`src/rtl/nn_pkg.sv`:
```
// Shared neural-network pipeline types: collector FSM states and the default result width.
package nn_pkg;

    localparam int unsigned NN_DWIDTH = 32;

    typedef enum logic [0:0] {
        COLLECT = 1'b0,
        HOLD    = 1'b1
    } nn_state_e;

endpackage

```
`src/rtl/argmax_tracker.sv`:
```
// Tracks the index of the largest signed result seen in the current layer; ties keep the lowest index.
module argmax_tracker #(
    parameter int unsigned DWIDTH = 32,
    parameter int unsigned AWIDTH = 4
) (
    input  logic              clk,
    input  logic              nreset,
    input  logic              upd,
    input  logic              first,
    input  logic [AWIDTH-1:0] idx,
    input  logic [DWIDTH-1:0] data,
    output logic [AWIDTH-1:0] max_idx
);

    logic [DWIDTH-1:0] max_val;
    logic              take_c;

    // The first result of a layer always wins, which clears the previous layer's maximum.
    assign take_c = upd && (first || ($signed(data) > $signed(max_val)));

    always_ff @(posedge clk or negedge nreset) begin
        if (!nreset) begin
            max_val <= '0;
            max_idx <= '0;
        end else if (take_c) begin
            max_val <= data;
            max_idx <= idx;
        end
    end

endmodule

```
`src/rtl/neuron_out_collector.sv`:
```
// Collects one layer of neuron results into the next-layer RAM and holds layer_valid until acknowledged.
// Optional feature: define NEURON_ARGMAX_EN to add the class_idx/class_valid argmax outputs.
module neuron_out_collector
    import nn_pkg::*;
#(
    parameter int unsigned DWIDTH     = NN_DWIDTH,
    parameter int unsigned NUM_NEURON = 2,
    parameter int unsigned AWIDTH     = 4
) (
    input  logic              clk,
    input  logic              nreset,
    input  logic              neuron_done,
    input  logic [DWIDTH-1:0] neuron_out,
    input  logic              layer_ack,
    output logic              wr_en,
    output logic [AWIDTH-1:0] wr_addr,
    output logic [DWIDTH-1:0] wr_data,
    output logic              layer_valid,
    output logic              overflow
`ifdef NEURON_ARGMAX_EN
    ,
    output logic [AWIDTH-1:0] class_idx,
    output logic              class_valid
`endif
);

    localparam logic [AWIDTH-1:0] LAST_IDX = AWIDTH'(NUM_NEURON - 1);

    nn_state_e         state_q, state_d;
    logic [AWIDTH-1:0] idx_q, idx_d;
    logic              accept_c;
    logic              last_c;

    logic              wr_en_d;
    logic [AWIDTH-1:0] wr_addr_d;
    logic [DWIDTH-1:0] wr_data_d;
    logic              layer_valid_d;
    logic              overflow_d;

    assign accept_c = neuron_done && (state_q == COLLECT);
    assign last_c   = (idx_q == LAST_IDX);

    // State register
    always_ff @(posedge clk or negedge nreset) begin
        if (!nreset) begin
            state_q <= COLLECT;
            idx_q   <= '0;
        end else begin
            state_q <= state_d;
            idx_q   <= idx_d;
        end
    end

    // Next state
    always_comb begin
        state_d = state_q;
        idx_d   = idx_q;
        case (state_q)
            COLLECT: begin
                if (accept_c) begin
                    idx_d = last_c ? '0 : idx_q + AWIDTH'(1);
                    if (last_c) state_d = HOLD;
                end
            end
            HOLD: begin
                if (layer_ack) state_d = COLLECT;
            end
            default: state_d = COLLECT;
        endcase
    end

    // Output decode; write address/data hold their last values between writes
    always_comb begin
        wr_en_d       = accept_c;
        wr_addr_d     = wr_addr;
        wr_data_d     = wr_data;
        layer_valid_d = (state_d == HOLD);
        overflow_d    = overflow || (neuron_done && (state_q == HOLD));
        if (accept_c) begin
            wr_addr_d = idx_q;
            wr_data_d = neuron_out;
        end
    end

    // Output registers
    always_ff @(posedge clk or negedge nreset) begin
        if (!nreset) begin
            wr_en       <= 1'b0;
            wr_addr     <= '0;
            wr_data     <= '0;
            layer_valid <= 1'b0;
            overflow    <= 1'b0;
        end else begin
            wr_en       <= wr_en_d;
            wr_addr     <= wr_addr_d;
            wr_data     <= wr_data_d;
            layer_valid <= layer_valid_d;
            overflow    <= overflow_d;
        end
    end

`ifdef NEURON_ARGMAX_EN
    // The maximum settles on the same edge as the last write, so it is valid alongside layer_valid.
    argmax_tracker #(
        .DWIDTH (DWIDTH),
        .AWIDTH (AWIDTH)
    ) u_argmax (
        .clk     (clk),
        .nreset  (nreset),
        .upd     (accept_c),
        .first   (idx_q == '0),
        .idx     (idx_q),
        .data    (neuron_out),
        .max_idx (class_idx)
    );

    assign class_valid = layer_valid;
`endif

endmodule

```
`config.mk`:
```
export PLATFORM = sky130hd
export DESIGN_NAME = neuron_out_collector
export DESIGN_NICKNAME = d
export VERILOG_FILES = /design/src/rtl/nn_pkg.sv /design/src/rtl/argmax_tracker.sv /design/src/rtl/neuron_out_collector.sv
export SDC_FILE = /design/constraint.sdc
export NUM_CORES = 1
export LEC_CHECK = 0
export ABC_AREA = 0
export CORE_AREA = 8 8 82 84
export DETAILED_ROUTE_END_ITERATION = 6
export DIE_AREA = 0 0 90 92
export PLACE_DENSITY_LB_ADDON = 0.1
export SYNTH_ARGS = -nofsm -noshare
export SYNTH_HDL_FRONTEND = slang
export SYNTH_SLANG_ARGS = --single-unit
export TNS_END_PERCENT = 5
```
`constraint.sdc`:
```
create_clock -name clk -period 2.55 [get_ports clk]
set_clock_uncertainty 0.05 [all_clocks]
set_input_delay 0.51 -clock clk [delete_from_list [all_inputs] [get_ports clk]]
set_output_delay 0.51 -clock clk [all_outputs]
set_load 0.02 [all_outputs]
```
==> flow_summary.rst <==
.. list-table::
   :header-rows: 1

   * - Metric
     - Value
   * - Run status
     - finished, final reports clean
   * - Slowest stage delay, CP
     - 0.64 ns
   * - FP Rows
     - 27
   * - Vias in the first global route
     - 1184
   * - Fin nets
     - 211
   * - Critical-path maximum fanout
     - 4
   * - CTS H-Tree Depth
     - 2
   * - Final-layout setup total negative slack
     - 0 ns
   * - Fraction of final layout cells sized beyond drive strength 1
     - 0.280
   * - Post-place instance area
     - 2590 um2
   * - DRC violation count after routing
     - 0
   * - Finished layout cell area
     - 2690 um2
   * - Worst path bufs/invs
     - 1
   * - Overall via count from detail_route
     - 1047
   * - Achievable Freq
     - 522 MHz
   * - Core occupancy in the finished layout
     - 0.498
   * - Clock Latency Late Sink
     - 0.29 ns
   * - Total die area
     - 8280 um2
   * - Wire length reported by the detailed router
     - 3940 um
   * - Actual transition at the worst max-transition pin
     - 0.933 ns
   * - Number of antenna violations at the first check in global routing
     - 0
   * - Maximum clock insertion buffer count
     - 2
   * - Top Usage Layer GRT
     - met2
   * - Ranking of synthesized cells by area
     - sky130_fd_sc_hd__dfrtp_1, sky130_fd_sc_hd__mux2_4, sky130_fd_sc_hd__buf_12, sky130_fd_sc_hd__nand4_4, sky130_fd_sc_hd__xnor2_2
   * - Count of final setup violators
     - 0
   * - Cts bufs inserted
     - 5
   * - Number of port buffers
     - 74
   * - Width of the die
     - 90 um
   * - Critical Setup Path Class
     - reg -> out
   * - Filler cell count
     - 477
   * - Pin count of the biggest net entering global routing
     - 44
   * - Initial DRC count
     - 35
   * - Clock Sinks
     - 43
   * - Synth warnings
     - 0
   * - Met3 usage
     - 0.0448
   * - Global routing met1 resource utilization
     - 0.120
   * - Reg clk slew, reported paths
     - 0.08 ns
   * - # resized after CTS
     - 0
   * - Sequential share of the synthesized area
     - 0.587
   * - Power density over cell area
     - 1110 nW/um2
   * - Crit path capture type
     - primary output
   * - Area growth from synthesis to final layout
     - 46.8%
   * - CP required
     - 1.99 ns
   * - Fin. Hold Viols
     - 0
   * - Part of the cycle the worst path needs
     - 0.751
   * - Routability-driven placement congestion ratio
     - 0.671
   * - Placed Instances
     - 240
   * - Cells along the critical path
     - clkdlybuf4s50_1
   * - Ports
     - 75
   * - Share of the synthesized area in the top cell type
     - 0.587
   * - # diodes
     - 0
   * - Slew HR
     - 0.378
   * - Global route total overflow
     - 0
   * - Family of cells with the greatest summed delay on the critical path
     - buffers and inverters
   * - Pleak
     - 1.20 nW
   * - Height of the die
     - 92 um
   * - Detailed-routing iteration count for the pre-antenna-repair pass
     - 3
   * - Starting density of the core
     - 0.339
   * - Cell variety after synth
     - 17
   * - Detailed placer's ending HPWL
     - 2800 um
   * - Cell count after synthesis
     - 98
   * - Post-Syn Area per Cell
     - 18.7 um2
   * - Netlist Area Pre-Place
     - 1830 um2
   * - Maxcap violations
     - 0
   * - Post-route ant nets
     - 0
   * - Signal arrival time at the worst endpoint
     - 1.36 ns
   * - Final standard cell count with taps included and fillers excluded
     - 247
   * - Global-route usage over all layers
     - 0.0993
   * - Wire length of the first global-routing pass
     - 6550 um
   * - Kind of path behind the tightest hold check
     - in -> async
   * - Via density per instance
     - 4.24
   * - CTS tree
     - done
   * - Post-CTS setup-driven buffer insertion count
     - 0
   * - Pins Over Slew Limit
     - 0
   * - Leading area contributor after synthesis
     - sky130_fd_sc_hd__dfrtp_1
   * - Worst hold slack across all endpoints
     - 0.304 ns
   * - Minimum clock period
     - 1.92 ns
   * - Category of the worst setup path launch point
     - flop
   * - Unrepaired setup endpoints after global routing
     - no
   * - Core footprint
     - 5410 um2
   * - Register bit count reported by yosys
     - 43
   * - Slowest cell on crit path
     - sky130_fd_sc_hd__clkdlybuf4s50_1
   * - Post-cts hold buffer count
     - 0
   * - WL per Instance
     - 15.9 um
   * - Number of nets produced by synthesis
     - 134
   * - Root Driver
     - sky130_fd_sc_hd__clkbuf_8
   * - Global routing met2 resource utilization
     - 0.152
   * - Maximum VDD drop
     - 680 uV
-- cells in the mapped netlist --
cell type,count
sky130_fd_sc_hd__buf_12,4
sky130_fd_sc_hd__xnor2_1,1
sky130_fd_sc_hd__nor2b_4,1
sky130_fd_sc_hd__o41ai_1,1
sky130_fd_sc_hd__buf_6,1
sky130_fd_sc_hd__or2b_1,1
sky130_fd_sc_hd__xor2_1,1
sky130_fd_sc_hd__nand4_4,1
sky130_fd_sc_hd__inv_1,1
sky130_fd_sc_hd__dfrtp_1,43
sky130_fd_sc_hd__nor2_1,2
sky130_fd_sc_hd__a21o_1,1
sky130_fd_sc_hd__mux2_4,36
sky130_fd_sc_hd__nand3_2,1
sky130_fd_sc_hd__nand2_2,1
sky130_fd_sc_hd__o21ai_1,1
sky130_fd_sc_hd__xnor2_2,1
-- layout make-up --
class / instances / area, um2 / share of cell area
Clock buffer: 6 / 72.6 / 0.0270
Inverter: 1 / 3.75 / 0.00140
Sequential cell: 43 / 1080 / 0.400
Multi-Input combinational cell: 49 / 662 / 0.246
Tap cell: 72 / 90.1 / 0.0335
Clock inverter: 1 / 30.0 / 0.0112
Timing Repair Buffer: 75 / 756 / 0.281
-- cell usage in the layout, fill, tap and decap left out --
cell,instances
sky130_fd_sc_hd__o41ai_1,1
sky130_fd_sc_hd__mux2_4,36
sky130_fd_sc_hd__a21o_1,1
sky130_fd_sc_hd__bufinv_16,1
sky130_fd_sc_hd__buf_2,1
sky130_fd_sc_hd__nor2_1,2
sky130_fd_sc_hd__nor2b_4,1
sky130_fd_sc_hd__clkbuf_8,5
sky130_fd_sc_hd__clkbuf_1,1
sky130_fd_sc_hd__buf_12,1
sky130_fd_sc_hd__inv_1,1
sky130_fd_sc_hd__nand4_4,1
sky130_fd_sc_hd__o21ai_1,1
sky130_fd_sc_hd__xnor2_1,1
sky130_fd_sc_hd__xnor2_2,1
sky130_fd_sc_hd__dfrtp_1,43
sky130_fd_sc_hd__xor2_1,1
sky130_fd_sc_hd__clkdlybuf4s50_1,73
sky130_fd_sc_hd__nand3_2,1
sky130_fd_sc_hd__nand2_2,1
sky130_fd_sc_hd__or2b_1,1
-- final timing paths --
path | start | to | slack [ns] | cells after the start
setup reg to reg | layer_valid$_DFF_PN0_ | idx_q[1]$_DFFE_PN0P_ | 1.08 | 4
hold / removal | nreset | wr_data[5]$_DFFE_PN0P_ | 0.30 | 1
setup / recovery | layer_valid$_DFF_PN0_ | layer_valid | 0.63 | 1
hold reg to reg | overflow$_DFF_PN0_ | overflow$_DFF_PN0_ | 0.41 | 1
min in group clk | overflow$_DFF_PN0_ | overflow$_DFF_PN0_ | 0.41 | 1
max in group asynchronous | nreset | wr_data[3]$_DFFE_PN0P_ | 1.56 | 1
-- report_power, final --
part	switching, W	internal (W)	leakage [nW]
combinational	0.000583	0.000802	0.632
clock	0.000220	0.000287	0.0513
sequential	0.000155	0.000926	0.515
-- stage by stage --
| step | total power, W | worst slack [ns] |
|---|---|---|
| floorplan | 0.00193 | 1.18 |
| global placement | 0.00249 | 0.515 |
| detailed placement | 0.00250 | 0.486 |
| CTS | 0.00302 | 0.609 |
| global route | 0.00314 | 0.560 |
| finish | 0.00297 | 0.635 |
-- registers in the layout, indices dropped and copies added (netlist names) --
register     cells
wr_data         32
idx_q            4
wr_addr          4
layer_valid      1
overflow         1
wr_en            1
-- logic make-up (layout without fill, tap and decap cells) --
logic type	count (synthesis)	count (layout)	share of synthesized area
compound gates	3	3	0.0116
mux	36	36	0.295
flops	43	43	0.587
simple gates	7	7	0.0362
buf+inv	6	83	0.0519
xor+xnor	3	3	0.0184
-- layer usage --
layer / vias to the layer above / wire [um]
met4: 0 / 54
met2: 41 / 1870
li1: 489 / -
met1: 511 / 1700
met3: 6 / 310
met5: - / 0
Power figures use the tool's default switching activity.
==> edit 1: new RTL, config.mk and constraints unchanged <==
Take the reset off `wr_addr` and `wr_data` and load them in a clocked block of their own.
--- a/src/rtl/neuron_out_collector.sv
+++ b/src/rtl/neuron_out_collector.sv
@@ -86,17 +86,18 @@
     always_ff @(posedge clk or negedge nreset) begin
         if (!nreset) begin
             wr_en       <= 1'b0;
-            wr_addr     <= '0;
-            wr_data     <= '0;
             layer_valid <= 1'b0;
             overflow    <= 1'b0;
         end else begin
             wr_en       <= wr_en_d;
-            wr_addr     <= wr_addr_d;
-            wr_data     <= wr_data_d;
             layer_valid <= layer_valid_d;
             overflow    <= overflow_d;
         end
+    end
+
+    always_ff @(posedge clk) begin
+        wr_addr <= wr_addr_d;
+        wr_data <= wr_data_d;
     end
 
 `ifdef NEURON_ARGMAX_EN
Function: changed (a bounded check fails within 4 cycles, from zero or initial values and one cycle with nreset low).
==> edit 1 against the unedited design <==
- routed wire length fell by 19%
- largest cell class unchanged
- synthesized cell count fell by 42%
- area after synthesis fell by 26%
- sequential cell count unchanged
- critical path type unchanged
- worst hold slack better by 0.11 ns
- worst setup slack got worse by 0.026 ns
- power down 37%
- cell count shrank 14%
- critical path depth unchanged
- design area fell by 15%
- register-to-register slack improved by 0.04 ns
- global-route usage is 1.7 points lower
==> edit 1: results <==
set metrics [dict create \
    status "completed" \
    worstPathMaxFanout 5 \
    hold_class "reg -> reg" \
    place_inst 204 \
    placed_area_um2 2210 \
    yosys-top-cells-count "36 x edfxtp_1, 7 x dfrtp_1, 2 x xnor2_1" \
    grt_use_met3_pct 4.32 \
    slew_headroom_pct 72.5 \
    ir_drop_uv 300 \
    grt_first_pass_wirelength_um 5050 \
    r2r_end "wr_data[1]$_DFFE_PP_" \
    gp_congestion 0.657 \
    via_per_inst 3.81 \
    p_leak_uw 0.000805 \
    synth_edf_count 36 \
    pre_cts_ws_ns 0.491 \
    hold_slack_ns 0.414 \
    use_met2_pct 12.3 \
    layout-drive-gt1-share_pct 6.43 \
    fmax_ghz 0.515 \
    crit_arrival_ns 1.38 \
    nNetsFinal 175 \
    reg2reg_setup_slack_ns 1.12 \
    grt_use_met1_pct 9.46 \
    first_iter_violations 15 \
    synth_cell_types 15 \
    reg2reg_depth 2 \
]
## edit 1: changes by cell type in the layout (fill, tap and decap cells not counted), moves of 2 or more
cell      unedited run  this run
clkbuf_1             1         3
dfrtp_1             43         7
edfxtp_1             0        36
mux2_4              36         0
## edit 1: cell type report
type / instances / area (µm²) / area share [%]
flip-flops and latches: 43 / 1260 / 54.8
inverters: 1 / 3.75 / 0.164
repair buffers: 75 / 761 / 33.2
clock buffers: 8 / 80.1 / 3.49
well taps: 72 / 90.1 / 3.93
multi-input cells: 13 / 103 / 4.47
## edit 1: logic make-up (layout without fill, tap and decap cells)
family	Yosys count	after routing	synth area share, %
buffers and inverters	1	84	0.276
flip-flops	43	43	92.5
AND/OR/NAND/NOR	7	7	3.04
AO/OA/AOI/OAI	3	3	2.21
XOR/XNOR	3	3	1.94
## edit 1: power breakdown
group          switching (µW)  internal (µW)  total (µW)  leakage [µW]
registers                49.8            915         965      0.000432
logic                     262            254         516      0.000333
clock network             206            194         400     0.0000395
==> edit 2: new RTL, same settings <==
Without the edit above. `NN_DWIDTH`: 32 -> 48.
--- a/src/rtl/nn_pkg.sv
+++ b/src/rtl/nn_pkg.sv
@@ -1,7 +1,7 @@
 // Shared neural-network pipeline types: collector FSM states and the default result width.
 package nn_pkg;
 
-    localparam int unsigned NN_DWIDTH = 32;
+    localparam int unsigned NN_DWIDTH = 48;
 
     typedef enum logic [0:0] {
         COLLECT = 1'b0,
Ports: changed (resized neuron_out and wr_data); port bits go from 75 to 107. No check against the original RTL was run, so the function may have changed too.
==> edit 2 against the unedited design <==
- cell count rose by 30%
- count of clock-buffer cells in the layout up 6
- power is 44% higher
- combinational power increased by 39%
- critical path depth stayed put
- design area increased by 37%
- non-clock buffer count up 34
- sequential cell count rose by 16
- worst setup slack lost 0.048 ns
- routed wire length increased by 41%
- clock power rose by 71%
- area after synthesis up 28%
- highest routed layer unchanged
==> edit 2: results <==
set metrics [dict create \
    status "completed" \
    hold_class "in -> async" \
    p_leak_uw 0.00161 \
    placed_area_um2 3490 \
    dr_wl_met3_um 354 \
    ir_drop_uv 721 \
    layout-drive-gt1-share_pct 30.4 \
    yosys-top-cells-count "59 x dfrtp_1, 26 x mux2_2, 25 x mux2_4, 3 x buf_6" \
    top_regs "wr_data x48, idx_q x4, wr_addr x4" \
    cpMaxStageDelayCell "clkdlybuf4s50_1" \
    wl_met1_um 2240 \
    synth_fp_nets 183 \
    path_clk_slew_ns 0.06 \
    n_antenna_cell 0 \
    synth_area_leaders "dfrtp_1 63%, mux2_4 16%, mux2_2 13%, buf_6 1.4%, nand4_4 0.91%" \
    grt_max_degree 32 \
    async_flop_share_pct 100 \
    port_buffers 106 \
    grt_first_pass_wirelength_um 8980 \
    p_sw_uw 1390 \
    worstPathMaxFanout 4 \
    postCtsSetupRepairBufs 0 \
    via_per_inst 4.57 \
    ys_seq_area_share_pct 63.1 \
    crit_family "buffers and inverters" \
    grt_usage_pct 13.8 \
    pre_cts_ws_ns 0.461 \
    place_inst 306 \
    nNetsFinal 297 \
    wl_met2_um 2840 \
    root_buffer "clkbuf_8" \
    slew_headroom_pct 55.2 \
    post_cts_resized 0 \
    first_iter_violations 26 \
    synth_cell_types 20 \
    ys.warnings.count 0 \
    instances_no_fill 322 \
    use_met2_pct 23.6 \
    crit_arrival_ns 1.40 \
    gp_congestion 0.798 \
    cts_max_level 3 \
    dp_hpwl_um 4270 \
    dr.pass1.iters 4 \
    antenna_found_initial 0 \
    avgSynthCellArea_um2 17.9 \
    top_layer_used "met4" \
    routedWlPerCell_um 17.2 \
    clockBufferDepth 2 \
    numCtsBuffers 9 \
    grt_use_met3_pct 5.22 \
    grt_pass1_vias 1740 \
    slowest_delay_ns 0.65 \
    grt_use_met1_pct 14.7 \
    clkLatencyLatePin_ns 0.31 \
]
edit 2: changes by cell type after synthesis, sizes merged:
| cell | unedited run | this run |
|---|---|---|
| buf | 5 | 6 |
| or2b | 1 | 0 |
| nand2b | 0 | 1 |
| mux2 | 36 | 52 |
| dfrtp | 43 | 59 |
edit 2: kinds of logic after synthesis:
group,synth area share (%)
DFF,63.1
muxes,29.1
and+or+nand+nor,2.78
buffers and inverters,2.67
AOI/OAI and AO/OA,0.910
xor gates and xnor gates,1.44
edit 2: final cells by class:
type | count | area [µm²]
clock inverters | 4 | 47.5
clock buffers | 12 | 165
multi-input cells | 65 | 800
repair buffers | 109 | 1120
flip-flops and latches | 59 | 1480
well taps | 72 | 90.1
fillers | 387 | 1710
inverters | 1 | 3.75
edit 2: power by group through the flow:
stage          sequential (µW)  combinational (µW)  clock [µW]
2_1_floorplan             1930                 606           0
3_3_place_gp              1500                1930           0
3_5_place_dp              1520                1950           0
4_1_cts                   1500                1970         892
5_1_grt                   1540                2030         939
6_report                  1500                1930         865
edit 2: path summary, 6_finish.rpt:
| check | start | end | slack [ns] | cells past startpoint |
|---|---|---|---|---|
| min in group clk | overflow$_DFF_PN0_ | overflow$_DFF_PN0_ | 0.40 | 1 |
| setup / recovery | layer_valid$_DFF_PN0_ | layer_valid | 0.59 | 1 |
| hold reg to reg | overflow$_DFF_PN0_ | overflow$_DFF_PN0_ | 0.40 | 1 |
| max in group asynchronous | nreset | wr_data[35]$_DFFE_PN0P_ | 1.67 | 2 |
| setup reg to reg | layer_valid$_DFF_PN0_ | idx_q[1]$_DFFE_PN0P_ | 1.04 | 4 |
| hold / removal | nreset | wr_data[32]$_DFFE_PN0P_ | 0.18 | 1 |
